<file path="config.mk">
export PLATFORM = sky130hd
export DESIGN_NAME = icini_mul_pipe
export DESIGN_NICKNAME = d
export VERILOG_FILES = /design/src/rtl/icini_mul_pipe.sv
export SDC_FILE = /design/constraint.sdc
export NUM_CORES = 1
export LEC_CHECK = 0
export CORE_ASPECT_RATIO = 0.5
export CORE_MARGIN = 4
export CORE_UTILIZATION = 49
export DETAILED_ROUTE_END_ITERATION = 6
export MAX_ROUTING_LAYER = met4
export PLACE_DENSITY = 0.81
export SYNTH_ARGS = -nofsm -noshare
export SYNTH_HDL_FRONTEND = slang
export SYNTH_SLANG_ARGS = --single-unit
</file>
<file path="constraint.sdc">
create_clock -name clk -period 2 [get_ports clk]
set_input_delay 0.4 -clock clk [delete_from_list [all_inputs] [get_ports clk]]
set_output_delay 0.4 -clock clk [all_outputs]
set_load 0.1 [all_outputs]
</file>
<file path="src/rtl/icini_mul_pipe.sv">
// Two-stage masked, fault-aware AND gadget: refresh + majority-correct b, detect codeword faults,
// remask cross-domain products, recombine c shares from the product register.
module icini_mul_pipe #(
  parameter int D   = 1,
  parameter int N   = 3,
  parameter int FCW = 8
) (
  input  logic                 clk,
  input  logic                 reset,
  input  logic                 in_valid,
  input  logic [(D+1)*N-1:0]   a_sh,
  input  logic [(D+1)*N-1:0]   b_sh,
  input  logic [D-1:0]         rand_ref,
  input  logic [D*(D+1)/2-1:0] rand_mul,
  input  logic                 fault_clear,
  output logic [(D+1)*N-1:0]   c_sh,
  output logic                 out_valid,
  output logic                 fault_flag,
  output logic [FCW-1:0]       fault_cnt
);

  localparam int S  = D + 1;
  localparam int SN = S * N;
  localparam int TW = S * S * N;

  function automatic logic maj_bit(input logic [N-1:0] cw);
    int ones;
    ones = 0;
    for (int k = 0; k < N; k++) begin
      ones = ones + int'(cw[k]);
    end
    return (ones > (N / 2));
  endfunction

  function automatic logic cw_bad(input logic [N-1:0] cw);
    return (cw != {N{1'b0}}) && (cw != {N{1'b1}});
  endfunction

  // Lexicographic index of pair (lo,hi), lo<hi, into rand_mul
  function automatic int pair_idx(input int lo, input int hi);
    return lo * S - (lo * (lo + 1)) / 2 + (hi - lo - 1);
  endfunction

  logic [S-1:0]   ref_bits_s;
  logic [N-1:0]   br_s;
  logic [SN-1:0]  b_corr_s;
  logic           det_s;
  logic           fault_set_s;

  logic [SN-1:0]  a1_d, a1_q, b1_d, b1_q;
  logic           v1_d, v1_q;
  logic [TW-1:0]  t_d, t_q;
  logic           v2_d, v2_q;
  logic           flag_d, flag_q;
  logic [FCW-1:0] cnt_d, cnt_q;
  logic [N-1:0]   prod_s;

  // Stage 1: refresh b, majority-correct it, and flag any inconsistent codeword
  always_comb begin
    ref_bits_s = {^rand_ref, rand_ref};
    br_s       = {N{1'b0}};
    b_corr_s   = {SN{1'b0}};
    det_s      = 1'b0;
    for (int i = 0; i < S; i++) begin
      br_s = b_sh[i*N +: N] ^ {N{ref_bits_s[i]}};
      b_corr_s[i*N +: N] = {N{maj_bit(br_s)}};
      det_s = det_s | cw_bad(a_sh[i*N +: N]) | cw_bad(br_s);
    end
  end

  // Stage 1 register and fault bookkeeping next-state
  always_comb begin
    v1_d        = in_valid;
    fault_set_s = in_valid & det_s;
    if (in_valid) begin
      a1_d = a_sh;
      b1_d = b_corr_s;
    end else begin
      a1_d = a1_q;
      b1_d = b1_q;
    end
    if (fault_set_s && (cnt_q != {FCW{1'b1}})) begin
      cnt_d = cnt_q + FCW'(1'b1);
    end else begin
      cnt_d = cnt_q;
    end
    // Set has priority over clear
    if (fault_set_s) begin
      flag_d = 1'b1;
    end else if (fault_clear) begin
      flag_d = 1'b0;
    end else begin
      flag_d = flag_q;
    end
  end

  // Stage 2: remasked cross-domain products t_ij at slot (i*S+j)
  always_comb begin
    t_d    = t_q;
    v2_d   = v1_q;
    prod_s = {N{1'b0}};
    if (v1_q) begin
      for (int i = 0; i < S; i++) begin
        for (int j = 0; j < S; j++) begin
          prod_s = a1_q[i*N +: N] & b1_q[j*N +: N];
          if (i < j) begin
            t_d[(i*S+j)*N +: N] = prod_s ^ {N{rand_mul[pair_idx(i, j)]}};
          end else if (i > j) begin
            t_d[(i*S+j)*N +: N] = prod_s ^ {N{rand_mul[pair_idx(j, i)]}};
          end else begin
            t_d[(i*S+j)*N +: N] = prod_s;
          end
        end
      end
    end else begin
      t_d = t_q;
    end
  end

  // Pipeline and fault state registers
  always_ff @(posedge clk or posedge reset) begin
    if (reset) begin
      a1_q   <= {SN{1'b0}};
      b1_q   <= {SN{1'b0}};
      v1_q   <= 1'b0;
      t_q    <= {TW{1'b0}};
      v2_q   <= 1'b0;
      flag_q <= 1'b0;
      cnt_q  <= {FCW{1'b0}};
    end else begin
      a1_q   <= a1_d;
      b1_q   <= b1_d;
      v1_q   <= v1_d;
      t_q    <= t_d;
      v2_q   <= v2_d;
      flag_q <= flag_d;
      cnt_q  <= cnt_d;
    end
  end

  // Output recombination: pure XOR tree over the product register
  always_comb begin
    c_sh = {SN{1'b0}};
    for (int i = 0; i < S; i++) begin
      for (int j = 0; j < S; j++) begin
        c_sh[i*N +: N] = c_sh[i*N +: N] ^ t_q[(i*S+j)*N +: N];
      end
    end
  end

  assign out_valid  = v2_q;
  assign fault_flag = flag_q;
  assign fault_cnt  = cnt_q;

endmodule
</file>
After elaboration in Yosys (flattened, before gate mapping)
Cells that the tools add are included.
Storage, ports and cells
  register bits: 33
  bits in latches: 0
  memory bits (writable): 0
  ROM bits: 0
  input bits: 18
  output and inout port bits: 16
  logic and storage cells: 45
  memories kept: 0
Operators by class
  add/sub/neg operators: 5
  $mul: 0
  divide/modulo/power cells: 0
  magnitude comparators: 2
  equal/unequal tests: 5
  shift operators: 0
  multiplexer cells: 2
  bitwise operators: 14
  reduce and logical (&&, ||, !) cells: 10
Operators with widths (count)
  $xor 3x3->3: 6
  $and 3x3->3: 4
  $ne 3x3->1 const B: 4
  $reduce_bool 3->1: 4
  $add 8x1->8 const B: 1
  $ne 8x8->1 const B: 1
  $add 2x1->3: 2
  $gt 3x1->1 const B: 2
  $logic_and 1x1->1: 5
  $add 1x1->2: 2
  $or 1x1->1: 3
  $mux 1: 2
  $reduce_bool 2->1: 1
  $and 1x1->1: 1

Logic depth before layout (Yosys ltp)
Gate-level depths: netlist (run 1).
  depth in word-level cells: 8
  mapped depth: 5
  gate-level depth less buffers: 5

Worst setup path after synthesis (run 1)
OpenSTA, ideal clock, no wires.
  path kind: register -> output
  start: register t_q[0]
  end: output port c_sh[0]
  arrival: 1.809 ns
  data required time: 1.600 ns
  path slack: -0.209 ns
  stages on the path, launching flop included: 2
  buffers on the path: 0
  cell sequence: dfrtp_1 xor2_1
Between the ends
  cells in the longest elaborated chain, start to end: 1
RTL lines
  start: declaration: line 52  | logic [TW-1:0] t_d, t_q;
  start signal: assignment: line 126  | t_q <= {TW{1'b0}};
  start signal: assignment: line 134  | t_q <= t_d;
  $xor 3x3->3: line 146  | c_sh[i*N +: N] = c_sh[i*N +: N] ^ t_q[(i*S+j)*N +: N];
  end: declaration: line 16  | output logic [(D+1)*N-1:0] c_sh,
Every way passes these cells.

Worst setup path in the final report (run 1)
  start: input port a_sh[5]
  end: register cnt_q[3] (netlist: fault_cnt[3])
Between the ends
  cells in the longest elaborated chain, start to end: 6
  elaborated cells on any way between the ends: 7
  classes of those cells: eq/ne (1); bitwise (3); reduce/logical (3)
RTL lines
  start: declaration: line 11  | input logic [(D+1)*N-1:0] a_sh,
  $ne 3x3->1 or $reduce_bool 3->1 (tied branches): line 36  | return (cw != {N{1'b0}}) && (cw != {N{1'b1}});
  $logic_and 1x1->1 *: line 36
  $or 1x1->1 * (2 in series): line 67  | det_s = det_s | cw_bad(a_sh[i*N +: N]) | cw_bad(br_s);
  $and 1x1->1 *: line 74  | fault_set_s = in_valid & det_s;
  $logic_and 1x1->1 *: line 82  | if (fault_set_s && (cnt_q != {FCW{1'b1}})) begin
  end signal: assignment: line 129  | cnt_q <= {FCW{1'b0}};
  end signal: assignment: line 137  | cnt_q <= cnt_d;
  end: declaration: line 55  | logic [FCW-1:0] cnt_d, cnt_q;
Every way passes the cells marked *; elsewhere a longest branch is shown, timed or not.
A chain may end at the register's enable or synchronous reset.

==> reports/results.txt, run 1 <==
status: finished clean
mux contribution to synthesized area: 7.45%
count leader, synth: dfrtp_1
Fmax achieved: 554 MHz
area of the multi-input gates: 728 um2
final setup violating endpoints: 0
Detail Placement HPWL: 2.45 mm
GRT Overall Usage: 20.6%
CP max FO: 7
synthesis-to-finish area growth: 40.9%
Via density: 5.25
xor and xnor area share after synthesis: 12.7%
synth warn: 0
TritonCTS Buffers: 5
CP Launch Type: primary input
Arr. time, crit path: 2.01 ns
Clock Latency Late Sink: 0.28 ns
total gr overflow: 0
largest net degree at the start of global routing: 26
FF+latch area: 781 um2
starting density of the core: 54.7%
initial antenna violation count: 0
placed inst area: 2040 um2
synthesized instance count: 146
violation count after the first detailed-route iteration: 44
unrepaired setup endpoints after global routing: false
post-CTS resize count: 0
Net Count, Synth: 167
top cell type's share of synthesized area: 51.3%
Max Cap Violations: 0
Nets: 212
Hold Crit Class: primary input to asynchronous set/reset pin
CP cell instances: clkdlybuf4s50_1 -> and3_1 -> o22ai_1 -> o21ai_4 -> buf_4 -> nor3_1 -> xor2_1
H-tree Lvls: 2
Core Util, Final: 77.0%
Antenna Nets Post-Route: 0
met1 WL: 1.36 mm
WS Path Type: primary input to flip-flop
pwr/cell area: 1450 nW/um2
core area: 2770 um2
register bit count reported by yosys: 31
vias in the first global route: 1284
setup ws final: 0.194 ns
DR top layer: met4
drt drc: 0
TritonCTS clock tree: built
Inst Count DP: 221
WL per Instance: 14.6 um
Reg clk slew, reported paths: 0.07 ns
synth unique cells: 21
PortBufs: 33
Layout fillers: 187
Die ar.: 4090 um2
worst rel slew slack: 54.2%
Setup crit end kind: flip-flop
Post-synth ARST share: 100%
fin crit period: 1.81 ns
CTS Buffer Depth: 2
Worst-Margin Slew: 0.687 ns
Critical Path RT: 2.20 ns
list of most frequent post-synthesis cells: 31 x dfrtp_1, 22 x xor2_1, 12 x nor2_1
Peak VDD IR: 1170 uV
Leakage: 0.956 nW
slowest CP cell: clkdlybuf4s50_1
final hold vios: 0
hold_buf cts: 0
dpl ws: -0.0847 ns
first-pass GRT wire length: 5.82 mm
Finished Layout Cells: 228
chip width: 86.5 um
Clock Sinks: 31
number of diodes: 0
Design Area, Final: 2130 um2
routed via count: 1196
Compound-Gate Fraction of Synth Area: 8.28%
mean area per synthesized cell: 10.4 um2
standard-cell rows: 13
synthesized-area fraction occupied by adder cells: 2.48%
post-synth top area cell: dfrtp_1
post-CTS setup buffer count: 0
Mapped Area: 1510 um2
Placer Congestion: 0.837
Pre-antenna DRT Iters: 4
clk_skew: 0.00489 ns
Post-Synth Simple-Gate Area: 14.2%
metal3 WL: 180 um
setup tns final: 0 ns
fin. max-slew vios: 0
largest family of logic cells by synthesized area: simple AND/OR/NAND/NOR gates
sequential-to-total area share from yosys stat: 51.3%
Slowest Stage Delay on Critical Path: 0.43 ns
Die H: 47.3 um
layout cells sized above 1: 27.2%
crit share post-route: 90.3%
leading post-synthesis cells by cell area: dfrtp_1 51%, xor2_1 13%, mux2_2 4.5%, a21oi_1 3.3%, nand3_1 3.0%
met2 wire length: 1.71 mm
Top-Level Pins: 34
Hold WS: 0.418 ns
ys flop type: dfrtp_1
Total Power: 3.08 mW
final wirelength: 3.32 mm
EDFF count, synth: 0
CTS root buf: clkbuf_8
registers in the layout, summed over array words and instances, names as in the netlist:
register and count:
a1_q 6, b1_q 2, fault_cnt 8, fault_flag 1
out_valid 1, t_q 12, v1_q 1
report_power, final:
| group | total (mW) | switching (mW) | leakage (nW) | internal [mW] |
|---|---|---|---|---|
| registers | 0.976 | 0.201 | 0.362 | 0.775 |
| logic | 1.61 | 1.13 | 0.547 | 0.476 |
| clock network | 0.500 | 0.231 | 0.0470 | 0.270 |
| total | 3.08 | 1.56 | 0.956 | 1.52 |
kinds of logic after synthesis:
kind of cell | after synthesis
and+or+nand+nor | 45
muxes | 10
AOI/OAI and AO/OA | 21
DFF | 31
xor gates and xnor gates | 22
buffers and inverters | 14
adders and majority gates | 3
final cells by class:
class	count	area share [%]
flip-flops and latches	31	36.7
repair buffers	43	21.3
clock buffers	6	3.88
multi-input cells	101	34.2
inverters	9	1.59
clock inverters	1	0.235
well taps	37	2.17
cells in the final DEF (no fill, tap or decap):
cell type and n:
nor3_1 7, nand2_1 9, inv_1 9, nor2_1 12
o22ai_2 1, nor4_2 1, xor2_2 6, o21ai_0 8
mux2_2 6, clkdlybuf4s50_1 17, o22ai_1 1, mux2_1 4
o21ai_4 1, dfrtp_1 27, xor2_1 16, dfrtp_2 4
nand2b_1 1, and3_1 4, clkinv_2 1, nand3_1 9
nand4_1 2, buf_4 19, buf_12 7, a21oi_1 10
clkbuf_8 6, ha_1 3
layer usage:
layer	vias to the layer above	GRT usage, %
met1	576	21.9
met5	-	-
met3	7	7.36
met4	0	9.63
met2	38	35.6
li1	575	-
path summary, 6_finish.rpt:
| check | depth (start not counted) | slack, ns | to | from |
|---|---|---|---|---|
| setup / recovery | 7 | 0.19 | fault_cnt[3] | a_sh[5] |
| hold / removal | 2 | 0.42 | fault_cnt[5] | reset |
| setup reg to reg | 5 | 0.33 | fault_cnt[3] | fault_cnt[0] |
| hold reg to reg | 1 | 0.51 | fault_cnt[7] | fault_cnt[7] |
| max in group asynchronous | 3 | 1.07 | out_valid | reset |
| min in group clk | 1 | 0.51 | fault_cnt[7] | fault_cnt[7] |
worst max-delay path: cells and delay by family:
kind | cells | cell delay, ns
buffers and inverters | 2 | 0.58
AOI/OAI and AO/OA | 2 | 0.43
and+or+nand+nor | 2 | 0.42
xor gates and xnor gates | 1 | 0.17
Note: power is estimated with default switching activity, not from simulation.
==> inputs of run 2 (changes only) <==
--- a/config.mk
+++ b/config.mk
@@ -7,10 +7,10 @@
 export LEC_CHECK = 0
 export CORE_ASPECT_RATIO = 0.5
 export CORE_MARGIN = 4
-export CORE_UTILIZATION = 49
+export CORE_UTILIZATION = 40
 export DETAILED_ROUTE_END_ITERATION = 6
 export MAX_ROUTING_LAYER = met4
-export PLACE_DENSITY = 0.81
+export PLACE_DENSITY = 0.69
 export SYNTH_ARGS = -nofsm -noshare
 export SYNTH_HDL_FRONTEND = slang
 export SYNTH_SLANG_ARGS = --single-unit
==> constraint.sdc (replaced) <==
create_clock -name clk -period 2.27 [get_ports clk]
set_input_delay 0.454 -clock clk [delete_from_list [all_inputs] [get_ports clk]]
set_output_delay 0.454 -clock clk [all_outputs]
set_load 0.1 [all_outputs]
==> reports/results.txt, run 2 (synthesized netlist as in run 1, its figures left out) <==
Antenna Nets Post-Route: 0 (unchanged)
WS Path Type: primary input to flip-flop
Hold Crit Class: flip-flop to flip-flop
status: finished clean
Peak VDD IR: 358 uV (-69%)
Setup crit end kind: flip-flop
fin crit period: 1.84 ns
Reg clk slew, reported paths: 0.07 ns (about the same)
first-pass GRT wire length: 4.60 mm (-21%)
Pre-antenna DRT Iters: 4 (unchanged)
violation count after the first detailed-route iteration: 38 (-14%)
Critical Path RT: 2.44 ns (+0.24 ns)
initial antenna violation count: 0 (unchanged)
post-CTS resize count: 0 (unchanged)
Detail Placement HPWL: 2.07 mm (-15%)
Max Cap Violations: 0 (unchanged)
chip width: 94.9 um (+9.7%)
slowest CP cell: clkdlybuf4s50_1
Die ar.: 4890 um2 (+19%)
hold_buf cts: 0 (unchanged)
drt drc: 0 (unchanged)
synthesis-to-finish area growth: 30.0%
worst rel slew slack: 52.8% (-1.4 points)
Top reg by flops: t_q
CP max FO: 8 (+1)
GRT Overall Usage: 12.8% (-7.8 points)
vias in the first global route: 1062 (-17%)
CTS Buffer Depth: 2 (unchanged)
Via density: 4.80 (-8.5%)
H-tree Lvls: 2 (unchanged)
layout cells sized above 1: 19.0% (-8.2 points)
Placer Congestion: 0.759 (-9.3%)
standard-cell rows: 15 (+2)
unrepaired setup endpoints after global routing: false
Arr. time, crit path: 2.01 ns (about the same)
Worst-Margin Slew: 0.708 ns (+0.0207 ns)
Slowest Stage Delay on Critical Path: 0.45 ns (+0.02 ns)
Top-Level Pins: 34 (unchanged)
post-CTS setup buffer count: 0 (unchanged)
CP Launch Type: primary input
WL per Instance: 12.0 um (-17%)
Leakage: 0.885 nW (-7.4%)
routed via count: 1128 (-5.7%)
Clock Latency Late Sink: 0.28 ns (about the same)
core area: 3530 um2 (+28%)
commonest non-fill, non-tap cell in the layout: dfrtp_1
fin. max-slew vios: 0 (unchanged)
Worst Setup SP: b_sh[2]
Clock Sinks: 31 (unchanged)
number of diodes: 0 (unchanged)
Die H: 51.5 um (+8.9%)
WP buf/inv: 1 (-1)
CTS root buf: clkbuf_8
total gr overflow: 0 (unchanged)
final hold vios: 0 (unchanged)
setup tns final: 0 ns (unchanged)
crit share post-route: 81.0%
most frequent cells in the layout: 31 x dfrtp_1, 22 x xor2_1, 18 x buf_4
clk_skew: 0.00336 ns (-0.00153 ns)
PortBufs: 33 (unchanged)
final wirelength: 2.83 mm (-15%)
Fmax achieved: 544 MHz
FF-to-FF Start: fault_cnt[0]
pwr/cell area: 1300 nW/um2 (-10%)
final setup violating endpoints: 0 (unchanged)
largest net degree at the start of global routing: 32 (+23%)
Hold WS: 0.518 ns (+0.0994 ns)
Worst path top cell family by delay: buffers and inverters
Nets: 204 (-3.8%)
TritonCTS Buffers: 5 (unchanged)
Largest register FFs: 12 (unchanged)
Worst Hold Launch: fault_cnt[7]
starting density of the core: 42.8% (-12 points)
CP cell instances: clkdlybuf4s50_1 -> and3_1 -> o22ai_2 -> o21ai_4 -> nor2_1 -> mux2_1
TritonCTS clock tree: built
## run 2: changes by cell type in the layout (fill, tap and decap cells not counted)
cell,previous run,this run
buf_12,7,0
clkinv_2,1,0
dfrtp_2,4,0
xor2_1,16,22
clkinvlp_4,0,1
buf_4,19,18
clkbuf_8,6,7
xor2_2,6,0
dfrtp_1,27,31
## run 2: layout make-up
cell class | instances | area [um2]
multi-input cells | 101 | 683
clock inverters | 1 | 7.51
clock buffers | 7 | 96.3
fillers | 345 | 1560
flip-flops and latches | 31 | 776
inverters | 9 | 33.8
well taps | 51 | 63.8
repair buffers | 35 | 305
## run 2: routing by layer
metal	up-vias	GRT usage, %	wire length [um]
met5	-	-	0
met4	0	2.87	32
met3	5	5.29	166
met2	22	21.2	1380
met1	534	14.6	1250
li1	567	-	-
## run 2: stage by stage
step	std cells	utilization [%]	setup WS [ns]	total power, mW	instance area, um2
floorplan	146	-	0.00730	1.80	1510
global placement	227	52.8	0.157	2.07	1860
detailed placement	227	52.8	0.120	2.09	1860
CTS	235	55.7	0.424	2.58	1970
global route	235	55.7	0.357	2.68	1970
finish	235	55.7	0.432	2.55	1970
## run 2: final timing paths
check | end | slack [ns] | cells after the start
worst max-delay path | fault_cnt[1] | 0.43 | 6
worst min-delay path | fault_cnt[7] | 0.52 | 1
worst max register to register | fault_cnt[3] | 0.67 | 5
worst min register to register | fault_cnt[7] | 0.52 | 1
max in group asynchronous | t_q[10] | 1.45 | 3
min in group asynchronous | t_q[1] | 0.55 | 3
## run 2: report_power, final
group | switching [mW] | internal, mW | total, mW
Combinational | 0.956 | 0.287 | 1.24
Sequential | 0.149 | 0.675 | 0.824
Clock | 0.208 | 0.276 | 0.484
Total | 1.31 | 1.24 | 2.55
==> inputs of run 3 (changes only) <==
==> constraint.sdc (replaced) <==
create_clock -name clk -period 1.73 [get_ports clk]
set_input_delay 0.346 -clock clk [delete_from_list [all_inputs] [get_ports clk]]
set_output_delay 0.346 -clock clk [all_outputs]
set_load 0.1 [all_outputs]
==> reports/results.txt, run 3 (synthesized netlist as in run 1, its figures left out) <==
core area: 3530 um2 (unchanged)
Die ar.: 4890 um2 (unchanged)
Peak VDD IR: 1440 uV (+300%)
H-tree Lvls: 2 (unchanged)
layout cells sized above 1: 32.7% (+14 points)
first-pass GRT wire length: 5.29 mm (+15%)
fin. max-slew vios: 0 (unchanged)
Leakage: 1.04 nW (+17%)
crit share post-route: 97.6%
Placer Congestion: 0.755 (-0.62%)
slowest CP cell: clkdlybuf4s50_1
Arr. time, crit path: 1.85 ns (-0.16 ns)
standard-cell rows: 15 (unchanged)
synthesis-to-finish area growth: 55.2%
fin crit period: 1.69 ns
commonest non-fill, non-tap cell in the layout: dfrtp_1
chip width: 94.9 um (unchanged)
initial antenna violation count: 0 (unchanged)
DR top layer: met4
setup ws final: 0.0413 ns (-0.391 ns)
Max Cap Violations: 0 (unchanged)
Worst-Margin Slew: 0.678 ns (-0.0301 ns)
Setup crit end kind: flip-flop
final wirelength: 3.02 mm (+6.8%)
Design Area, Final: 2350 um2 (+19%)
met1 WL: 1.35 mm (+8.5%)
WS Path Type: primary input to flip-flop
Clock Sinks: 31 (unchanged)
Via density: 4.77 (-0.64%)
placed inst area: 2210 um2 (+19%)
Inst Count DP: 239 (+5.3%)
drt drc: 0 (unchanged)
Total Power: 3.99 mW (+56%)
sequential share of power: 29.0% (-3.3 points)
internal power: 2.15 mW (+74%)
total gr overflow: 0 (unchanged)
TritonCTS clock tree: built
Core Util, Final: 66.5% (+11 points)
reg2reg path depth: 5 (unchanged)
Reg clk slew, reported paths: 0.06 ns (about the same)
routed via count: 1178 (+4.4%)
met2 wire length: 1.49 mm (+7.7%)
WL per Instance: 12.2 um (+1.6%)
Die H: 51.5 um (unchanged)
GRT Overall Usage: 14.5% (+1.8 points)
Clock Latency Late Sink: 0.28 ns (about the same)
Top reg by flops: t_q
worst rel slew slack: 54.8% (+2.0 points)
most frequent cells in the layout: 23 x dfrtp_1, 17 x clkdlybuf4s50_1, 16 x xor2_1, 16 x buf_12, 14 x buf_4
Hold WS: 0.432 ns (-0.0855 ns)
vias in the first global route: 1146 (+7.9%)
metal3 WL: 140 um (-16%)
sw frac: 46.1% (-5.4 points)
final hold vios: 0 (unchanged)
CTS Buffer Depth: 2 (unchanged)
status: finished clean
TritonCTS Buffers: 5 (unchanged)
Clk pwr share: 18.6% (-0.4 points)
CTS root buf: clkbuf_8
PortBufs: 33 (unchanged)
CP max FO: 7 (-1)
Detail Placement HPWL: 2.19 mm (+5.8%)
Antenna Nets Post-Route: 0 (unchanged)
setup tns final: 0 ns (unchanged)
number of diodes: 0 (unchanged)
Fmax achieved: 592 MHz
Critical Path RT: 1.89 ns (-0.55 ns)
dpl ws: -0.292 ns (-0.412 ns)
clk_skew: 0.00603 ns (+0.00268 ns)
Finished Layout Cells: 247 (+5.1%)
violation count after the first detailed-route iteration: 22 (-42%)
Slowest Stage Delay on Critical Path: 0.44 ns (about the same)
Hold Crit Class: primary input to asynchronous set/reset pin
unrepaired setup endpoints after global routing: true
Largest register FFs: 12 (unchanged)
Top-Level Pins: 34 (unchanged)
Nets: 216 (+5.9%)
Net Sw Power: 1.84 mW (+40%)
pwr/cell area: 1700 nW/um2 (+31%)
CP Launch Type: primary input
largest net degree at the start of global routing: 32 (unchanged)
post-CTS setup buffer count: 0 (unchanged)
final setup violating endpoints: 0 (unchanged)
Pre-antenna DRT Iters: 4 (unchanged)
starting density of the core: 42.8% (unchanged)
CP cell instances: clkdlybuf4s50_1 -> and3_1 -> o22ai_2 -> o21ai_4 -> nor3_1 -> mux2_1
combinational power share: 52.4% (+3.7 points)
## run 3: cell count changes in the layout (fill, tap and decap cells not counted), sizes merged
| cell | change |
|---|---|
| bufinv | +1 |
| buf | +12 |
| clkbuf | -1 |
| clkinvlp | -1 |
| clkinv | +1 |
## run 3: layer usage
| metal | up-vias | global-route usage, % |
|---|---|---|
| met5 | - | - |
| met2 | 27 | 22.1 |
| met4 | 0 | 5.02 |
| met3 | 4 | 4.41 |
| met1 | 561 | 18.6 |
| li1 | 586 | - |
## run 3: timing repair
item,4_1_cts,5_1_grt
endpoints found under the setup margin,0,7
hold buffers,0,0
gates resized for setup,0,4
## run 3: cell type report
cell class | count | area (um2)
repair buffers | 47 | 596
multi-input cells | 101 | 744
clock buffers | 6 | 82.6
well taps | 51 | 63.8
flip-flops and latches | 31 | 791
fillers | 270 | 1180
inverters | 9 | 33.8
clock inverters | 2 | 35.0
## run 3: critical path, delay by kind of cell
family          cells  cell delay [ns]
mux                 1             0.34
compound gates      2             0.35
simple gates        2             0.38
buf+inv             1             0.44
## run 3: final timing paths
path / to / startpoint / slack, ns
setup reg to reg: fault_cnt[1] / fault_cnt[1] / 0.15
hold / removal: fault_cnt[1] / reset / 0.43
setup / recovery: fault_cnt[6] / b_sh[2] / 0.04
hold reg to reg: a1_q[3] / a1_q[3] / 0.53
min in group clk: a1_q[3] / a1_q[3] / 0.53
max in group asynchronous: fault_cnt[0] / reset / 0.98
## run 3: power groups by stage
stage                     Sequential, mW  Clock (mW)  Combinational (mW)
final                               1.16       0.741                2.09
after global routing                1.19       0.792                2.18
after CTS                           1.16       0.763                2.10
after detailed placement            1.17           0                2.10
after global placement              1.16           0                2.08
after floorplan                     1.75           0               0.676
